$ cat src/rtl/ifu_fetch_pkg.sv
// Shared constants, FSM state type and helpers for the instruction fetch stage.
package ifu_fetch_pkg;

  localparam logic [31:0] INST_NOP         = 32'h0000_0013;
  localparam logic [31:0] ZERO_WORD        = 32'h0000_0000;
  localparam logic [31:0] RESET_PC_DEFAULT = 32'h8000_0000;

  typedef enum logic [1:0] {
    S_IDLE = 2'd0,
    S_REQ  = 2'd1,
    S_WAIT = 2'd2
  } fetch_state_e;

  function automatic logic [31:0] word_align(input logic [31:0] addr);
    return {addr[31:2], 2'b00};
  endfunction

endpackage

$ cat src/rtl/ifu_fifo.sv
// Synchronous fetch buffer of {addr, inst} entries; flush overrides push and pop.
module ifu_fifo #(
  parameter int DEPTH = 2,
  parameter int WIDTH = 64
) (
  input  logic                       clk,
  input  logic                       rst,
  input  logic                       flush_i,
  input  logic                       push_i,
  input  logic                       pop_i,
  input  logic [WIDTH-1:0]           data_i,
  output logic [WIDTH-1:0]           data_o,
  output logic [$clog2(DEPTH):0]     count_o,
  output logic                       full_o,
  output logic                       empty_o
);

  localparam int AW = $clog2(DEPTH);
  localparam int CW = AW + 1;

  logic [WIDTH-1:0] mem_q [DEPTH];
  logic [AW-1:0]    rd_ptr_q, rd_ptr_d;
  logic [AW-1:0]    wr_ptr_q, wr_ptr_d;
  logic [CW-1:0]    count_q, count_d;
  logic             do_push, do_pop;

  assign empty_o = (count_q == '0);
  assign full_o  = (count_q == CW'(DEPTH));
  assign count_o = count_q;
  assign data_o  = mem_q[rd_ptr_q];

  // A full buffer still accepts a push when the head leaves in the same cycle.
  assign do_pop  = pop_i && !empty_o && !flush_i;
  assign do_push = push_i && (!full_o || do_pop) && !flush_i;

  always_comb begin
    rd_ptr_d = rd_ptr_q;
    wr_ptr_d = wr_ptr_q;
    count_d  = count_q;
    if (flush_i) begin
      rd_ptr_d = '0;
      wr_ptr_d = '0;
      count_d  = '0;
    end else begin
      if (do_pop)  rd_ptr_d = rd_ptr_q + AW'(1);
      if (do_push) wr_ptr_d = wr_ptr_q + AW'(1);
      if (do_push && !do_pop)      count_d = count_q + CW'(1);
      else if (do_pop && !do_push) count_d = count_q - CW'(1);
    end
  end

  always_ff @(posedge clk) begin
    if (rst) begin
      rd_ptr_q <= '0;
      wr_ptr_q <= '0;
      count_q  <= '0;
    end else begin
      rd_ptr_q <= rd_ptr_d;
      wr_ptr_q <= wr_ptr_d;
      count_q  <= count_d;
    end
  end

  always_ff @(posedge clk) begin
    if (do_push) mem_q[wr_ptr_q] <= data_i;
  end

endmodule

$ cat src/rtl/ifu_fetch.sv
// Fetch stage: owns the PC, keeps one imem request in flight, buffers returned
// words with their addresses and presents the buffer head to if_id.
module ifu_fetch
  import ifu_fetch_pkg::*;
#(
  parameter logic [31:0] RESET_PC   = RESET_PC_DEFAULT,
  parameter int          FIFO_DEPTH = 2
) (
  input  logic        clk,
  input  logic        rst,
  input  logic        jump_en_i,
  input  logic [31:0] jump_addr_i,
  input  logic        hold_flag_i,
  output logic        imem_req_valid_o,
  input  logic        imem_req_ready_i,
  output logic [31:0] imem_req_addr_o,
  input  logic        imem_resp_valid_i,
  input  logic [31:0] imem_resp_data_i,
  output logic [31:0] inst_o,
  output logic [31:0] inst_addr_o,
  output logic        inst_valid_o
);

  // Request port: a request transfers on a cycle where valid and ready are both
  // high; valid never depends on ready. Responses arrive in order, one per request.

  localparam int CNT_W = $clog2(FIFO_DEPTH) + 1;

  fetch_state_e     state_q, state_d;
  logic [31:0]      pc_q, pc_d;
  logic [31:0]      req_addr_q, req_addr_d;
  logic             drop_q, drop_d;

  logic             can_req, req_hs;
  logic             fifo_push, fifo_pop, fifo_full, fifo_empty;
  logic [CNT_W-1:0] fifo_count;
  logic [63:0]      fifo_head;

  // drop_q also blocks new requests so a stale pre-reset response can never
  // be paired with a fresh request.
  assign can_req          = (state_q == S_REQ) && !drop_q &&
                            (fifo_count < CNT_W'(FIFO_DEPTH));
  assign req_hs           = can_req && imem_req_ready_i;
  assign imem_req_valid_o = can_req;
  assign imem_req_addr_o  = pc_q;

  assign inst_valid_o = !fifo_empty;
  assign inst_o       = inst_valid_o ? fifo_head[31:0]  : INST_NOP;
  assign inst_addr_o  = inst_valid_o ? fifo_head[63:32] : ZERO_WORD;
  assign fifo_pop     = inst_valid_o && !hold_flag_i && !jump_en_i;

  always_comb begin
    state_d    = state_q;
    pc_d       = pc_q;
    req_addr_d = req_addr_q;
    drop_d     = drop_q;
    fifo_push  = 1'b0;

    // A stale response outside WAIT only retires the pending drop.
    if (drop_q && imem_resp_valid_i && (state_q != S_WAIT)) drop_d = 1'b0;

    unique case (state_q)
      S_IDLE: state_d = S_REQ;
      S_REQ: begin
        if (req_hs) begin
          pc_d       = pc_q + 32'd4;
          req_addr_d = pc_q;
          state_d    = S_WAIT;
          if (jump_en_i) drop_d = 1'b1;
        end
      end
      S_WAIT: begin
        if (imem_resp_valid_i) begin
          fifo_push = !drop_q && !jump_en_i && (!fifo_full || fifo_pop);
          drop_d    = 1'b0;
          state_d   = S_REQ;
        end else if (jump_en_i) begin
          drop_d = 1'b1;
        end
      end
      default: state_d = S_IDLE;
    endcase

    if (jump_en_i) pc_d = word_align(jump_addr_i);
  end

  always_ff @(posedge clk) begin
    if (rst) begin
      state_q    <= S_IDLE;
      pc_q       <= RESET_PC;
      req_addr_q <= ZERO_WORD;
      drop_q     <= (state_q == S_WAIT) && !imem_resp_valid_i;
    end else begin
      state_q    <= state_d;
      pc_q       <= pc_d;
      req_addr_q <= req_addr_d;
      drop_q     <= drop_d;
    end
  end

  ifu_fifo #(
    .DEPTH (FIFO_DEPTH),
    .WIDTH (64)
  ) u_fifo (
    .clk     (clk),
    .rst     (rst),
    .flush_i (jump_en_i),
    .push_i  (fifo_push),
    .pop_i   (fifo_pop),
    .data_i  ({req_addr_q, imem_resp_data_i}),
    .data_o  (fifo_head),
    .count_o (fifo_count),
    .full_o  (fifo_full),
    .empty_o (fifo_empty)
  );

endmodule

$ cat config.mk
export PLATFORM = sky130hd
export DESIGN_NAME = ifu_fetch
export DESIGN_NICKNAME = d
export VERILOG_FILES = /design/src/rtl/ifu_fetch_pkg.sv /design/src/rtl/ifu_fifo.sv /design/src/rtl/ifu_fetch.sv
export SDC_FILE = /design/constraint.sdc
export NUM_CORES = 1
export LEC_CHECK = 0
export ABC_AREA = 1
export CAP_MARGIN = 20
export CORE_MARGIN = 10
export CORE_UTILIZATION = 51
export DETAILED_ROUTE_END_ITERATION = 7
export PLACE_DENSITY = 0.8
export SLEW_MARGIN = 20
export SYNTH_ARGS = -nofsm -noshare
export SYNTH_HDL_FRONTEND = slang
export SYNTH_SLANG_ARGS = --single-unit
$ cat constraint.sdc
create_clock -name clk -period 5.9 [get_ports clk]
set_input_delay 1.18 -clock clk [delete_from_list [all_inputs] [get_ports clk]]
set_output_delay 1.18 -clock clk [all_outputs]
set_load 0.1 [all_outputs]
* Word level (Yosys, flattened, before mapping) *
Memories as Yosys holds them, arrays and structs flattened. A register that Yosys moved wholly into a read port is not among the register bits.
Index checks and enable logic that the tools add are counted.

storage, ports and cells
  bits in registers = 71
  latch bits = 0
  memory bits (writable) = 128
  bits in read-only memories = 0
  output and inout bits = 98
  memories kept = 1

operators by class
  add/sub/neg operators = 5
  multiply operators = 0
  divide/modulo/power cells = 0
  $lt $le $gt $ge = 1
  equality and inequality tests = 6
  shift-type cells = 0
  multiplexer cells = 22
  bitwise logic cells = 0
  reductions and logical operators = 35

memory list
  name          words  bits a word  rd ports  clocked after memory_dff  wr ports  RTL line        RTL
  u_fifo.mem_q  2      64           1         1                         1         ifu_fifo.sv:21  logic [WIDTH-1:0] mem_q [DEPTH];

operators by type and width
  cell                                               number
  two-way mux 32 bit                                 5
  adder 32 x 3 -> 32 bit, second input constant      1
  logical AND 1 bit                                  16
  two-way mux 1 bit                                  11
  zero test 1 bit                                    8
  two-way mux 2 bit                                  4
  inequality test 2 bit, second input constant       3
  case mux 2 bit (3 select lines)                    1
  AND reduction 2 bit                                3
  nonzero test 2 bit                                 3
  == test 2 bit, second input constant               2
  zero test 2 bit                                    2
  adder 1 bit, second input constant                 2
  adder 2 x 1 -> 2 bit, second input constant        1
  == test 2 x 1 -> 1 bit, second input constant      1
  logical OR 1 bit                                   2
  less-than comparator 2 bit, second input constant  1
  case mux 1 bit (2 select lines)                    1
  OR reduction 2 bit                                 1
  subtractor 2 x 1 -> 2 bit, second input constant   1

* Longest topological paths before layout *
  depth after elaboration = 14
  depth in mapped cells = 10
  depth with buffers taken out = 10

* Cells and area by module *
Synthesis repeated with hierarchy kept, for this count alone.

unflattened totals
  cells, all modules = 870
  area, all modules = 9044.9 um^2

by module, submodules not included
  module     instances  cells an instance  area an instance (um^2)  seq. area each (um^2)
  ifu_fifo   1          241                5187.5                   3943.8
  ifu_fetch  1          629                3857.4                   1261.2

* Worst setup path before layout *
OpenSTA, ideal clock, no wires.

  path kind = input to register
  from = input jump_en_i
  to = memory u_fifo.mem_q[1][0], enable pin
  setup time = 0.483 ns
  arrival time = 4.441 ns
  data required time = 5.417 ns
  slack = 0.975 ns
  stages on the path = 6
  buffers on the path = 1
  path through = buf_2 nor2_1 nand3_1 a31oi_1 inv_1 nor2_1

between the ends
  word-level cells in the longest chain between the ends = 10

RTL lines
  what                                       RTL line         RTL
  start: declaration                         ifu_fetch.sv:11  input logic jump_en_i,
  zero test 1 bit *                          --
  logical AND 1 bit                          ifu_fetch.sv:50  assign fifo_pop = inst_valid_o && !hold_flag_i && !jump_en_i;
  logical OR 1 bit                           ifu_fetch.sv:74  fifo_push = !drop_q && !jump_en_i && (!fifo_full || fifo_pop);
  logical AND 1 bit                          ifu_fetch.sv:74
  two-way mux 1 bit                          ifu_fetch.sv:73  if (imem_resp_valid_i) begin
  two-way mux 1 bit                          ifu_fetch.sv:62  unique case (state_q)
  logical AND 1 bit                          ifu_fifo.sv:34   assign do_push = push_i && (!full_o || do_pop) && !flush_i;
  logical AND 1 bit *                        ifu_fifo.sv:34
  two-way mux 1 bit *                        ifu_fifo.sv:65   if (do_push) mem_q[wr_ptr_q] <= data_i;
  two-way mux 1 bit (not written as such) *  ifu_fifo.sv:65
  end: declaration                           ifu_fifo.sv:21

Mark *: on every way between the ends. The rest lies on a longest branch, timed or not.

* Worst setup path after layout *
  from = register u_fifo.count_q[1], in the netlist u_fifo.count_o[1]
  to = output inst_addr_o[18]

between the ends
  word-level cells in the longest chain between the ends = 2

RTL lines
  what                      RTL line         RTL
  start: declaration        ifu_fifo.sv:24   logic [CW-1:0] count_q, count_d;
  start signal: assignment  ifu_fifo.sv:60   count_q <= count_d;
  zero test 2 bit           ifu_fifo.sv:27   assign empty_o = (count_q == '0);
  two-way mux 32 bit        ifu_fetch.sv:49  assign inst_addr_o = inst_valid_o ? fifo_head[63:32] : ZERO_WORD;
  end: declaration          ifu_fetch.sv:20  output logic [31:0] inst_addr_o,

Every way passes these cells.

==> summary.txt <==
Run status
  – Status: completed

Placed design
  – Detailed-placement wirelength estimate: 13.8 mm
  – IO buf count: 161
  – Post-Place Setup Slack: 2.00 ns
  – Placer Congestion: 0.909

Route
  – Via count: 6465
  – Vias per inst: 5.17
  – DR iter-0 viols: 469
  – Final WL: 20.6 mm
  – Average wire per standard cell: 16.4 um
  – Antenna-violating nets left: 0
  – Iteration count of the initial detailed-routing pass: 6
  – DR DRC count: 0

Timing
  – Final setup margin: 1.68 ns
  – Final min period: 4.22 ns
  – Slew @ Worst Pin: 1.08 ns
  – Final hold vios: 0
  – Relative slew slack: 28.0%
  – Slew Limit Fails: 0
  – RSZ-0062 raised after global routing: false
  – Max Fclk: 0.237 GHz
  – Final setup fails: 0
  – Worst hold margin: 0.450 ns
  – Final Cycle Share: 71.5%
  – Final TNS setup: 0 ns
  – Worst clock skew: 0.0141 ns

Layout
  – Final core area utilization: 66.9%
  – ANT cells: 0
  – Nets: 1098
  – Area grow syn2layout: 29.1%
  – Layout cell share with drive strength beyond 1: 5.99%
  – Commonest non-fill, non-tap cell in the layout: nand2_1
  – Most frequent cells in the layout: nand2_1, clkdlybuf4s50_1, edfxtp_1
  – Filler Cell Count: 1278

Critical path
  – Largest stage delay, worst path: 1.00 ns
  – Critical Path Stages: 4
  – CP Buf/Inv Count: 2
  – Reg2reg start: state_q[1]$_SDFFE_PP0P_
  – Register-to-Register Path Depth: 8
  – WS Path Type: register to output pin
  – Req. time, crit path: 4.72 ns
  – Worst Path Max Fanout: 31
  – CP Capture Type: output pin
  – R2R Setup Slk: 3.27 ns
  – Worst path cell trace: nor2_4 > buf_4 > a21oi_1 > clkdlybuf4s50_1
  – CP max-delay cell: clkdlybuf4s50_1
  – FF-to-FF End: imem_req_addr_o[5]$_SDFFE_PP0P_
  – CP endpoint: inst_addr_o[18]
  – Delay-heaviest family, CP: buffers and inverters
  – CP Data Arrival Time: 3.04 ns
  – Critical Path Start Type: register
  – Worst Setup SP: u_fifo.count_o[1]$_SDFFE_PP0P_

Synthesis
  – Unique masters post-synth: 31
  – Post-synth EDFFs: 124
  – Post-synth ARST share: 0%
  – Avg Cell Area, Syn: 9.32 um2
  – Post-synthesis sequential area ratio: 62.2%
  – YS warnings: 0
  – Post-Synthesis Cells: 877
  – Post-synthesis cell area: 0.00817 mm2
  – Post-synth top flop: edfxtp_1
  – #FFs+latches synth: 192

Floorplanning
  – Die Height: 147 um
  – Initial Util: 51.8%
  – Core Area: 0.0158 mm2
  – Ports: 168
  – Die area: 0.0215 mm2
  – Row count: 46
  – Die Width: 147 um

Power
  – Maximum vdd drop: 232 uV
  – Pleak: 3.80 nW
  – Pwr per Cell Area: 329 mW/mm2
  – Total power: 3.47 mW

Clock tree
  – Worst-path clk slew: 0.06 ns
  – Post-CTS setup buffer count: 0
  – Longest Clk Path Bufs: 2
  – Root Buffer: clkbuf_16
  – Cts hold-fix bufs: 0
  – Clk_lat worst skew: 0.43 ns
  – CTS Buf Count: 17
  – Post-CTS sizing: 0
  – CTS tree: built
  – Sink Count: 192
  – H-tree Lvls: 4

Min path
  – Hold Crit Class: register to register

Flow run
  – Max-cap viol count: 0

Global routing
  – Number of global-route vias before repair: 6292
  – Largest net degree at the start of global routing: 63
  – Antenna violations before repair: 0
  – First-pass GRT wire length: 32.1 mm
  – Total track usage: 18.5%
  – Grt ovf: 0
-- per-stage QoR --
stage / instance area [um2] / std cells
after floorplan: 8180 / 880
after global placement: 9950 / 1219
after detailed placement: 9950 / 1219
after CTS: 10500 / 1251
after global routing: 10500 / 1251
final: 10500 / 1251
-- routing by layer --
| metal | vias to the layer above | part of all wire [%] | track usage (%) | wire [um] |
|---|---|---|---|---|
| met4 | 0 | 2.0 | 6.46 | 403 |
| met3 | 27 | 6.6 | 4.94 | 1360 |
| met1 | 3026 | 44 | 22.8 | 9010 |
| met2 | 223 | 48 | 30.6 | 9790 |
| met5 | - | 0 | 0 | 0 |
| li1 | 3189 | - | - | - |
-- where the power goes --
group          switching [mW]  total, mW  internal [mW]
Combinational           0.555      0.742          0.187
Sequential             0.0662       1.61           1.54
Clock                   0.476       1.13          0.650
Total                    1.10       3.47           2.38
-- sequential cells by signal (all words and copies together) (netlist names), named ones only --
register         cells
drop_q               1
u_fifo.mem_q       124
imem_req_addr_o     30
u_fifo.count_o       2
u_fifo.wr_ptr_q      1
req_addr_q          30
u_fifo.rd_ptr_q      1
state_q              2
-- worst reg2reg max path, cell delays in order, from the launching register on --
cell,delay (ns)
dfxtp_1,0.31
inv_1,0.12
ha_1,0.28
nand3_2,0.53
inv_2,0.77
a21oi_1,0.15
o21ai_0,0.22
o211ai_1,0.12
inv_1,0.08
-- cells by family after synthesis --
family,Yosys count,synth area share (%)
simple gates,380,19.0
flops,192,62.2
compound gates,175,10.9
buf+inv,111,5.59
xor+xnor,12,1.29
fa+ha+maj,6,0.919
other cells,1,0.0459
-- synthesized netlist by cell type, types with 2 or more instances --
library cell  count  area, um2
buf_2            13       65.1
xnor2_1           4       35.0
nand3_2           2       20.0
inv_1            64        240
nor3_1            2       10.0
a31oi_1           3       18.8
dfxtp_1          68       1360
nand2_1         283       1060
nor2_2            6       37.5
nand4_1           4       25.0
o211ai_1          2       15.0
buf_4             4       30.0
nor2_1           45        169
edfxtp_1        124       3720
o21ai_0          45        225
ha_1              6       75.1
nor2_4            5       56.3
xor2_1            8       70.1
nand3_1          27        135
clkbuf_1         25       93.8
inv_2             3       11.3
nand2_2           5       31.3
a21oi_1         121        606
-- worst min-delay path by stage --
stage	from	to	slack, ns	cells past startpoint
6_report	req_addr_q[19]$_SDFFE_PP0P_	u_fifo.mem_q[0][51]$_DFFE_PP_	0.45	0
3_3_place_gp	req_addr_q[5]$_SDFFE_PP0P_	u_fifo.mem_q[1][37]$_DFFE_PP_	0.43	0
3_5_place_dp	req_addr_q[19]$_SDFFE_PP0P_	u_fifo.mem_q[0][51]$_DFFE_PP_	0.44	0
5_1_grt	req_addr_q[5]$_SDFFE_PP0P_	u_fifo.mem_q[1][37]$_DFFE_PP_	0.46	0
4_1_cts	req_addr_q[19]$_SDFFE_PP0P_	u_fifo.mem_q[0][51]$_DFFE_PP_	0.45	0
2_1_floorplan	req_addr_q[5]$_SDFFE_PP0P_	u_fifo.mem_q[0][37]$_DFFE_PP_	0.42	0
-- layout make-up --
type                            count  area, um2  share of cell area [%]
Multi-Input combinational cell    577       2670                    25.3
Tap cell                          216        270                    2.56
Timing Repair Buffer              167       1680                    15.9
Inverter                           67        253                    2.40
Clock buffer                       21        460                    4.37
Sequential cell                   192       5090                    48.2
Clock inverter                     11        131                    1.25
No activity file was read; power rests on OpenSTA's default activity.
